**config.mk**
```make
export PLATFORM = sky130hd
export DESIGN_NAME = timer_counter
export DESIGN_NICKNAME = d
export VERILOG_FILES = /design/src/rtl/timer_counter_pkg.sv /design/src/rtl/timer_counter_byte_merge.sv /design/src/rtl/timer_counter.sv
export SDC_FILE = /design/constraint.sdc
export NUM_CORES = 1
export LEC_CHECK = 0
export ABC_AREA = 1
export ABC_CLOCK_PERIOD_IN_PS = 1600
export BUFFER_PORTS_ARGS = -buffer_cell sky130_fd_sc_hd__buf_2
export CAP_MARGIN = 20
export CORE_MARGIN = 2
export CORE_UTILIZATION = 35
export CTS_BUF_LIST = sky130_fd_sc_hd__clkbuf_8
export DETAILED_ROUTE_END_ITERATION = 6
export GPL_ROUTABILITY_DRIVEN = 0
export PLACE_DENSITY = 0.52
export SETUP_SLACK_MARGIN = 0.5
export SLEW_MARGIN = 20
export SYNTH_ARGS = -nofsm -noshare
export SYNTH_HDL_FRONTEND = slang
export SYNTH_SLANG_ARGS = --single-unit
```
**constraint.sdc**
```tcl
create_clock -name clk -period 1.6 [get_ports clk]
set_input_delay 0.16 -clock clk [delete_from_list [all_inputs] [get_ports clk]]
set_output_delay 0.16 -clock clk [all_outputs]
set_load 0.02 [all_outputs]
```
**src/rtl/timer_counter_pkg.sv**
```systemverilog
// timer_counter_pkg: register map, CTRL bit positions, mode and FSM state encodings
package timer_counter_pkg;
   localparam logic [1:0] REG_CTRL   = 2'd0;
   localparam logic [1:0] REG_PRESET = 2'd1;
   localparam logic [1:0] REG_COUNT  = 2'd2;
   localparam int CTRL_EN      = 0;
   localparam int CTRL_MODE_LO = 1;
   localparam int CTRL_MODE_HI = 2;
   localparam int CTRL_IM      = 3;
   localparam logic [1:0] MODE_ONESHOT = 2'd0;
   localparam logic [1:0] MODE_RELOAD  = 2'd1;
   typedef enum logic [1:0] {IDLE = 2'd0, LOAD = 2'd1, CNT = 2'd2, INT = 2'd3} state_e;
endpackage

```
**src/rtl/timer_counter_byte_merge.sv**
```systemverilog
// byte_merge: per-byte merge of an old and a new word under a lane mask
//   old_i  : current register contents
//   new_i  : lane-aligned write data
//   mask_i : one enable per byte lane (bit j/8 governs bit j)
//   out_o  : merged word
module byte_merge #(
   parameter int W = 32
) (
   input  logic [W-1:0]         old_i,
   input  logic [W-1:0]         new_i,
   input  logic [(W+7)/8-1:0]   mask_i,
   output logic [W-1:0]         out_o
);
   for (genvar i = 0; i < W; i++) begin : g_bit
      assign out_o[i] = mask_i[i/8] ? new_i[i] : old_i[i];
   end
endmodule

```
**src/rtl/timer_counter.sv**
```systemverilog
// timer_counter: memory-mapped programmable down-counter with level interrupt
//   clk   : system clock
//   reset : synchronous active-high reset
//   addr  : word offset (0 CTRL, 1 PRESET, 2 COUNT, 3 unmapped)
//   we    : per-byte write enable, 0 = no write
//   wdata : lane-aligned write data
//   rdata : combinational read of the register selected by addr
//   irq   : CTRL.IM AND irq_pend
module timer_counter
   import timer_counter_pkg::*;
#(
   parameter int COUNT_W = 32
) (
   input  logic               clk,
   input  logic               reset,
   input  logic [1:0]         addr,
   input  logic [3:0]         we,
   input  logic [COUNT_W-1:0] wdata,
   output logic [COUNT_W-1:0] rdata,
   output logic               irq
);
   logic [3:0]         ctrl_q, ctrl_d, ctrl_wr;
   logic [COUNT_W-1:0] preset_q, preset_d, preset_wr;
   logic [COUNT_W-1:0] count_q, count_d;
   state_e             state_q, state_d;
   logic               pend_q, pend_d, irq_q;
   logic               wr_ctrl, wr_pre, en, reload, en_clr;

   byte_merge #(.W(4)) u_ctrl_merge (
      .old_i(ctrl_q), .new_i(wdata[3:0]), .mask_i(we[0]), .out_o(ctrl_wr)
   );
   byte_merge #(.W(COUNT_W)) u_preset_merge (
      .old_i(preset_q), .new_i(wdata), .mask_i(we), .out_o(preset_wr)
   );

   assign wr_ctrl = (addr == REG_CTRL) && (we != 4'd0);
   assign wr_pre  = (addr == REG_PRESET) && (we != 4'd0);
   assign en      = ctrl_q[CTRL_EN];
   // MODE values 2 and 3 fall through to one-shot behaviour
   assign reload  = ctrl_q[CTRL_MODE_HI:CTRL_MODE_LO] == MODE_RELOAD;

   always_comb begin
      state_d = state_q;
      count_d = count_q;
      pend_d  = pend_q;
      en_clr  = 1'b0;
      case (state_q)
         IDLE: state_d = en ? LOAD : IDLE;
         LOAD: begin
            count_d = preset_q;
            state_d = CNT;
         end
         CNT: begin
            if (!en) state_d = IDLE;
            else if (count_q > COUNT_W'(1)) count_d = count_q - COUNT_W'(1);
            else begin
               count_d = '0;
               pend_d  = 1'b1;
               state_d = INT;
            end
         end
         INT: begin
            if (reload) begin
               pend_d  = 1'b0;
               state_d = LOAD;
            end else begin
               en_clr  = 1'b1;
               state_d = IDLE;
            end
         end
      endcase
      // a bus write to CTRL/PRESET wins over an expiry in the same edge
      if (wr_ctrl || wr_pre) pend_d = 1'b0;
      ctrl_d = ctrl_q;
      ctrl_d[CTRL_EN] = ctrl_q[CTRL_EN] & ~en_clr;
      if (wr_ctrl) ctrl_d = ctrl_wr;
      preset_d = wr_pre ? preset_wr : preset_q;
   end

   always_ff @(posedge clk) begin
      if (reset) begin
         ctrl_q   <= '0;
         preset_q <= '0;
         count_q  <= '0;
         state_q  <= IDLE;
         pend_q   <= 1'b0;
         irq_q    <= 1'b0;
      end else begin
         ctrl_q   <= ctrl_d;
         preset_q <= preset_d;
         count_q  <= count_d;
         state_q  <= state_d;
         pend_q   <= pend_d;
         irq_q    <= ctrl_d[CTRL_IM] & pend_d;
      end
   end

   assign irq   = irq_q;
   assign rdata = (addr == REG_CTRL)   ? {{(COUNT_W-4){1'b0}}, ctrl_q} :
                  (addr == REG_PRESET) ? preset_q :
                  (addr == REG_COUNT)  ? count_q : '0;
endmodule

```
-- After elaboration in Yosys (flattened, before gate mapping)
Index checks and enable logic that the tools add are counted.
- register bits after elaboration: 72
- input port bits: 40
- output and inout bits: 33
- logic and storage cells: 61
- add/subtract/negate cells: 1
- order comparisons: 1
- eq/ne operators: 9
- mux-type cells: 23
- bitwise gates (word level): 3
- reduce and logical (&&, ||, !) cells: 13
- operators with widths (operator ; number):
    $mux 32 ; 5
    $pmux 32 s2 ; 1
    $gt 32x1->1 const B ; 1
    $sub 32x1->32 const B ; 1
    $mux 1 ; 12
    $reduce_and 2->1 ; 6
    $pmux 2 s4 ; 1
    $eq 2x1->1 const B ; 3
    $eq 2x2->1 const B ; 3
    $logic_not 2->1 ; 2
    $mux 2 ; 2
    $mux 4 ; 1
    $ne 2x2->1 const B ; 2
    $reduce_bool 4->1 ; 1
    $ne 3x3->1 const B ; 1
    $and 1x1->1 ; 2
    $logic_and 1x1->1 ; 2
    $pmux 1 s2 ; 1
    $reduce_bool 2->1 ; 1
    $logic_or 1x1->1 ; 1
    $not 1->1 ; 1

-- Longest topological paths before layout
- depth after elaboration: 7
- gate-level depth with buffers: 11
- depth with buffers taken out: 10

-- Hierarchy
Synthesis repeated with hierarchy kept, for this count alone.
- cell total of the unflattened synthesis: 769
- area total of the unflattened synthesis: 4639.4 um2
- modules (own cells, without submodules) (module ; times used ; cells each ; area each (um2) ; seq. area each (um2)):
    timer_counter ; 1 ; 652 ; 4170.2 ; 1441.4
    byte_merge at u_preset_merge ; 1 ; 104 ; 420.4 ; 0.0
    byte_merge at u_ctrl_merge ; 1 ; 13 ; 48.8 ; 0.0

-- Worst setup path before layout
OpenSTA, ideal clock, no wires.
- kind: reg2reg
- start: register count_q[0]
- end: register count_q[22]
- setup time: 0.119 ns
- arrival time: 1.459 ns
- data required time: 1.481 ns
- path slack: 0.021 ns
- stages on the path, launching flop included: 11
- buffers on the path: 1
- period minus slack after synthesis: 1.579 ns
- path through: dfxtp_1 > inv_1 > ha_1 > nand2_4 > nor2_4 > nor2_4 > nor2_4 > nor2_4 > buf_6 > nand3_1 > a21oi_1
- longest elaborated chain between the ends: 4
- elaborated cells on any way between the ends: 5
- classes of those cells: add/sub (1); order compare (1); mux (3)
- RTL lines (element ; line ; text):
    from (decl) ; timer_counter.sv:24 ; logic [COUNT_W-1:0] count_q, count_d;
    from (signal assigned) ; timer_counter.sv:91 ; count_q <= count_d;
    $sub 32x1->32 or $gt 32x1->1 (tied branches) ; timer_counter.sv:55 ; else if (count_q > COUNT_W'(1)) count_d = count_q - COUNT_W'(1);
    $mux 32 * ; timer_counter.sv:55 ;
    $mux 32 * ; timer_counter.sv:54 ; if (!en) state_d = IDLE;
    $pmux 32 s2 * ; timer_counter.sv:47 ; case (state_q)
Mark *: on every way between the ends. The rest lies on a longest branch, timed or not. The select of a mux whose other input is x is not followed.
A chain may end at the register's enable or synchronous reset.

-- Final worst setup path
- start: register count_q[0]
- end: register count_q[5]
Same word-level chain as after synthesis.

==> results.yml <==
outcome:
  outcome: "complete, but fails checks"
  violations: "setup timing"
hold_path:
  hold_class: "input pin to register"
  holdPathStages: 3
  holdPathEnd: "ctrl_q[2]"
  worstHoldStart: "wdata[2]"
clock_network:
  cts_max_level: 3
  cts_sinks: 72
  cts_tree: "yes"
  clock_latency_ps: 380
  cts_made_buffers: 9
  clock-root-buffer: "clkbuf_8"
  clock_path_buffers: 2
  cts.clk_slew.worst_paths_ps: 80
yosys:
  yosysTopAreaCell: "dfxtp_1"
  synth_compound_area_share_pct: 27.12
  synth_top_family_by_area: "compound AO/OA/AOI/OAI gates"
  synth_fa_ha_area_share_pct: 0.6109
  synthArstFlopShare_pct: 0
  ys_top_cells_by_area: "dfxtp_1 (35%), a21oi_1 (12%), o21ai_0 (9.7%), inv_1 (7.7%), nand2_1 (7.6%)"
  yosys.area_share.simple_pct: 23.03
  yosysWarnings: 0
  syn_area_sq_um: 4096
  synth-seq-area-share_pct: 35.19
  synth_commonest_cells: "a21oi_1 (97), inv_1 (84), nand2_1 (83), o21ai_0 (79), dfxtp_1 (72)"
  ys.flop_type: "dfxtp_1"
  muxShareOfSynthArea_pct: 0.2443
  synth.avg_cell_area_sq_um: 6.607
  ys_seq_elements: 72
  synth_xor_area_share_pct: 2.566
  synth_fp_nets: 662
  synth_edf_count: 0
  synth.most_common_cell: "a21oi_1"
  synth_top_area_share_pct: 35.19
  postSynthCellCount: 620
  synth_cell_type_count: 30
power:
  p_per_area_nw_per_um2: 737.0
  p_seq_share_pct: 36.7
  switchingPower_mw: 1.917
  combPwrFrac_pct: 39.2
  p_leak_nw: 2.993
  p_int_mw: 3.357
  pwr-share-clk_pct: 24.0
  ir_worst_vdd_mv: 0.4298
  switching_share_pct: 36.35
worst_setup_path:
  cp.required_ps: 1890
  r2r_cells: 11
  critPathTopFamily: "simple AND/OR/NAND/NOR gates"
  arrival_ps: 1920
  path_class: "register to register"
  r2r_slack_ps: -30
  crit_path_end_kind: "register"
  cp_max_fo: 6
  cpPeakStageDelay_ps: 380
  cp-start-kind: "register"
  crit_chain: "inv_4, ha_4, nand2_4, nor2_4, nor2_4, nor2_4, buf_12, nor2_4, clkbuf_16, nand2_1, a21oi_1"
  reg2reg_to: "count_q[5]"
  rr_startpoint: "count_q[0]"
  critPathSlowestCell: "dfxtp_4"
  cp_common_cell: "nor2_4"
  timing.critical_path.buf_inv: 3
floorplan:
  coreArea_sq_um: 11420
  dieWidth_microns: 112.2
  dieArea_sq_um: 12590
  start_util_pct: 35.88
  io_pins: 73
  die_height_microns: 112.2
  core.rowCount: 39
placement:
  hpwl_mm: 9.799
  dpl_cell_area_sq_um: 5290
  place_inst: 875
  portBuffers: 72
detailed_routing:
  dr_total_vias: 4969
  viasPerCell: 5.231
  wire_per_inst_microns: 16.41
  drc_errors: 0
  drt_iter0_drc: 253
  antenna_left: 0
  wirelength_mm: 15.59
  dr.pass1.iters: 5
sta:
  whs_ps: 42.92
  fin_crit_ps: 1629
  finalCritPeriodShare_pct: 101.8
  worst_pin_slew_ps: 368.4
  slew_headroom_pct: 75.35
  max_freq_mhz: 614.0
  setup_ws_ps: -28.54
  drv_slew: 0
  setup_viol: 6
  rsz0062_at_grt: "true"
  finClkSkew_ps: 12.71
  hold_violations: 0
cells_and_area:
  postLayoutCoreUtil_pct: 62.67
  final_cell_count_no_fill: 950
  syn2layout_area_growth_pct: 74.68
  layout.nets: 846
  drive_above_1_share_pct: 56.01
  multi_input_area_sq_um: 3088
  finalInstanceArea_sq_um: 7156
  antenna_cells: 0
  final-seq-area_sq_um: 1506
  fill_cells: 1025
grt:
  grt_first_pass_wirelength_mm: 23.52
  grt_usage_pct: 23.18
  grt_pass1_vias: 4717
  grt.overflow.total: 0
  antenna_found_initial: 0
  grt_max_degree: 53
run:
  maxCapViolations: 0
==> through the flow <==
stage | setup slack, ps | power (mW) | TNS (ps)
detailed placement | -390.4 | 3.298 | -10390
global placement | -338.8 | 3.279 | -8851
floorplan | 230.4 | 2.813 | 0
global route | -105.5 | 5.530 | -1105
CTS | 39.11 | 4.922 | 0
finish | -28.54 | 5.274 | -84.04
==> placed cells by master (no fill, tap or decap), types with 32 or more instances in the layout <==
cell and instances:
dfxtp_1 32, o21ai_0 71, buf_6 69, a21oi_1 78, nand2_1 50, dfxtp_2 34, nor2_4 36, inv_1 51
buf_2 39, buf_4 80
==> tightest hold or removal path, cell delays in order <==
cell and delay (ps):
buf_2 90, mux2i_1 60, nor2_1 70
==> timing repair <==
| item | CTS | global route |
|---|---|---|
| setup endpoints to repair | 68 | 79 |
| hold endpoints to repair | 2 | 0 |
| gates resized for setup | 219 | 157 |
| setup buffers | 32 | 23 |
| hold buffers | 2 | 0 |
| cloned | 2 | 2 |
| pin swaps | 54 | 42 |
==> kinds of logic (layout without fill, tap and decap cells) <==
family          count (synthesis)  after routing
buf+inv                       115            301
simple gates                  208            209
fa+ha+maj                       2              2
xor+xnor                       12             12
flops                          72             72
compound gates                210            210
mux                             1              1
==> how the worst max path moves through the flow <==
stage                    start          end  depth (start not counted)
floorplan           count_q[0]  count_q[22]                         10
global placement    count_q[1]   count_q[2]                          9
detailed placement  count_q[1]   count_q[2]                          9
CTS                 count_q[6]  count_q[17]                          9
global route        count_q[1]  count_q[12]                         11
finish              count_q[0]   count_q[5]                         11
==> cell type report <==
class | count | share of cell area (%)
clock inverter | 4 | 0.2273
clock buffer | 10 | 1.923
multi-input combinational | 434 | 43.15
timing repair buffer | 202 | 25.69
sequential | 72 | 21.05
inverter | 85 | 5.455
tap | 143 | 2.500
==> sequential cells by signal, indices dropped and copies added (netlist names) <==
| name | flops |
|---|---|
| state_q | 2 |
| count_q | 32 |
| pend_q | 1 |
| ctrl_q | 4 |
| preset_q | 32 |
| irq | 1 |
==> power by group through the flow <==
| stage | registers [mW] | clock network, mW | logic, mW |
|---|---|---|---|
| floorplan | 1.96 | 0 | 0.854 |
| global placement | 1.96 | 0 | 1.32 |
| detailed placement | 1.96 | 0 | 1.34 |
| CTS | 1.93 | 1.29 | 1.70 |
| global route | 1.94 | 1.36 | 2.22 |
| finish | 1.94 | 1.27 | 2.07 |
==> routing by layer <==
layer | vias to the layer above | track usage (%) | share of wire (%)
met5 | - | 0 | 0
met4 | 0 | 7.805 | 1.6
met3 | 19 | 3.510 | 4.9
met2 | 131 | 37.15 | 48
met1 | 2374 | 32.07 | 46
li1 | 2445 | - | -
Note: power is estimated with default switching activity, not from simulation.
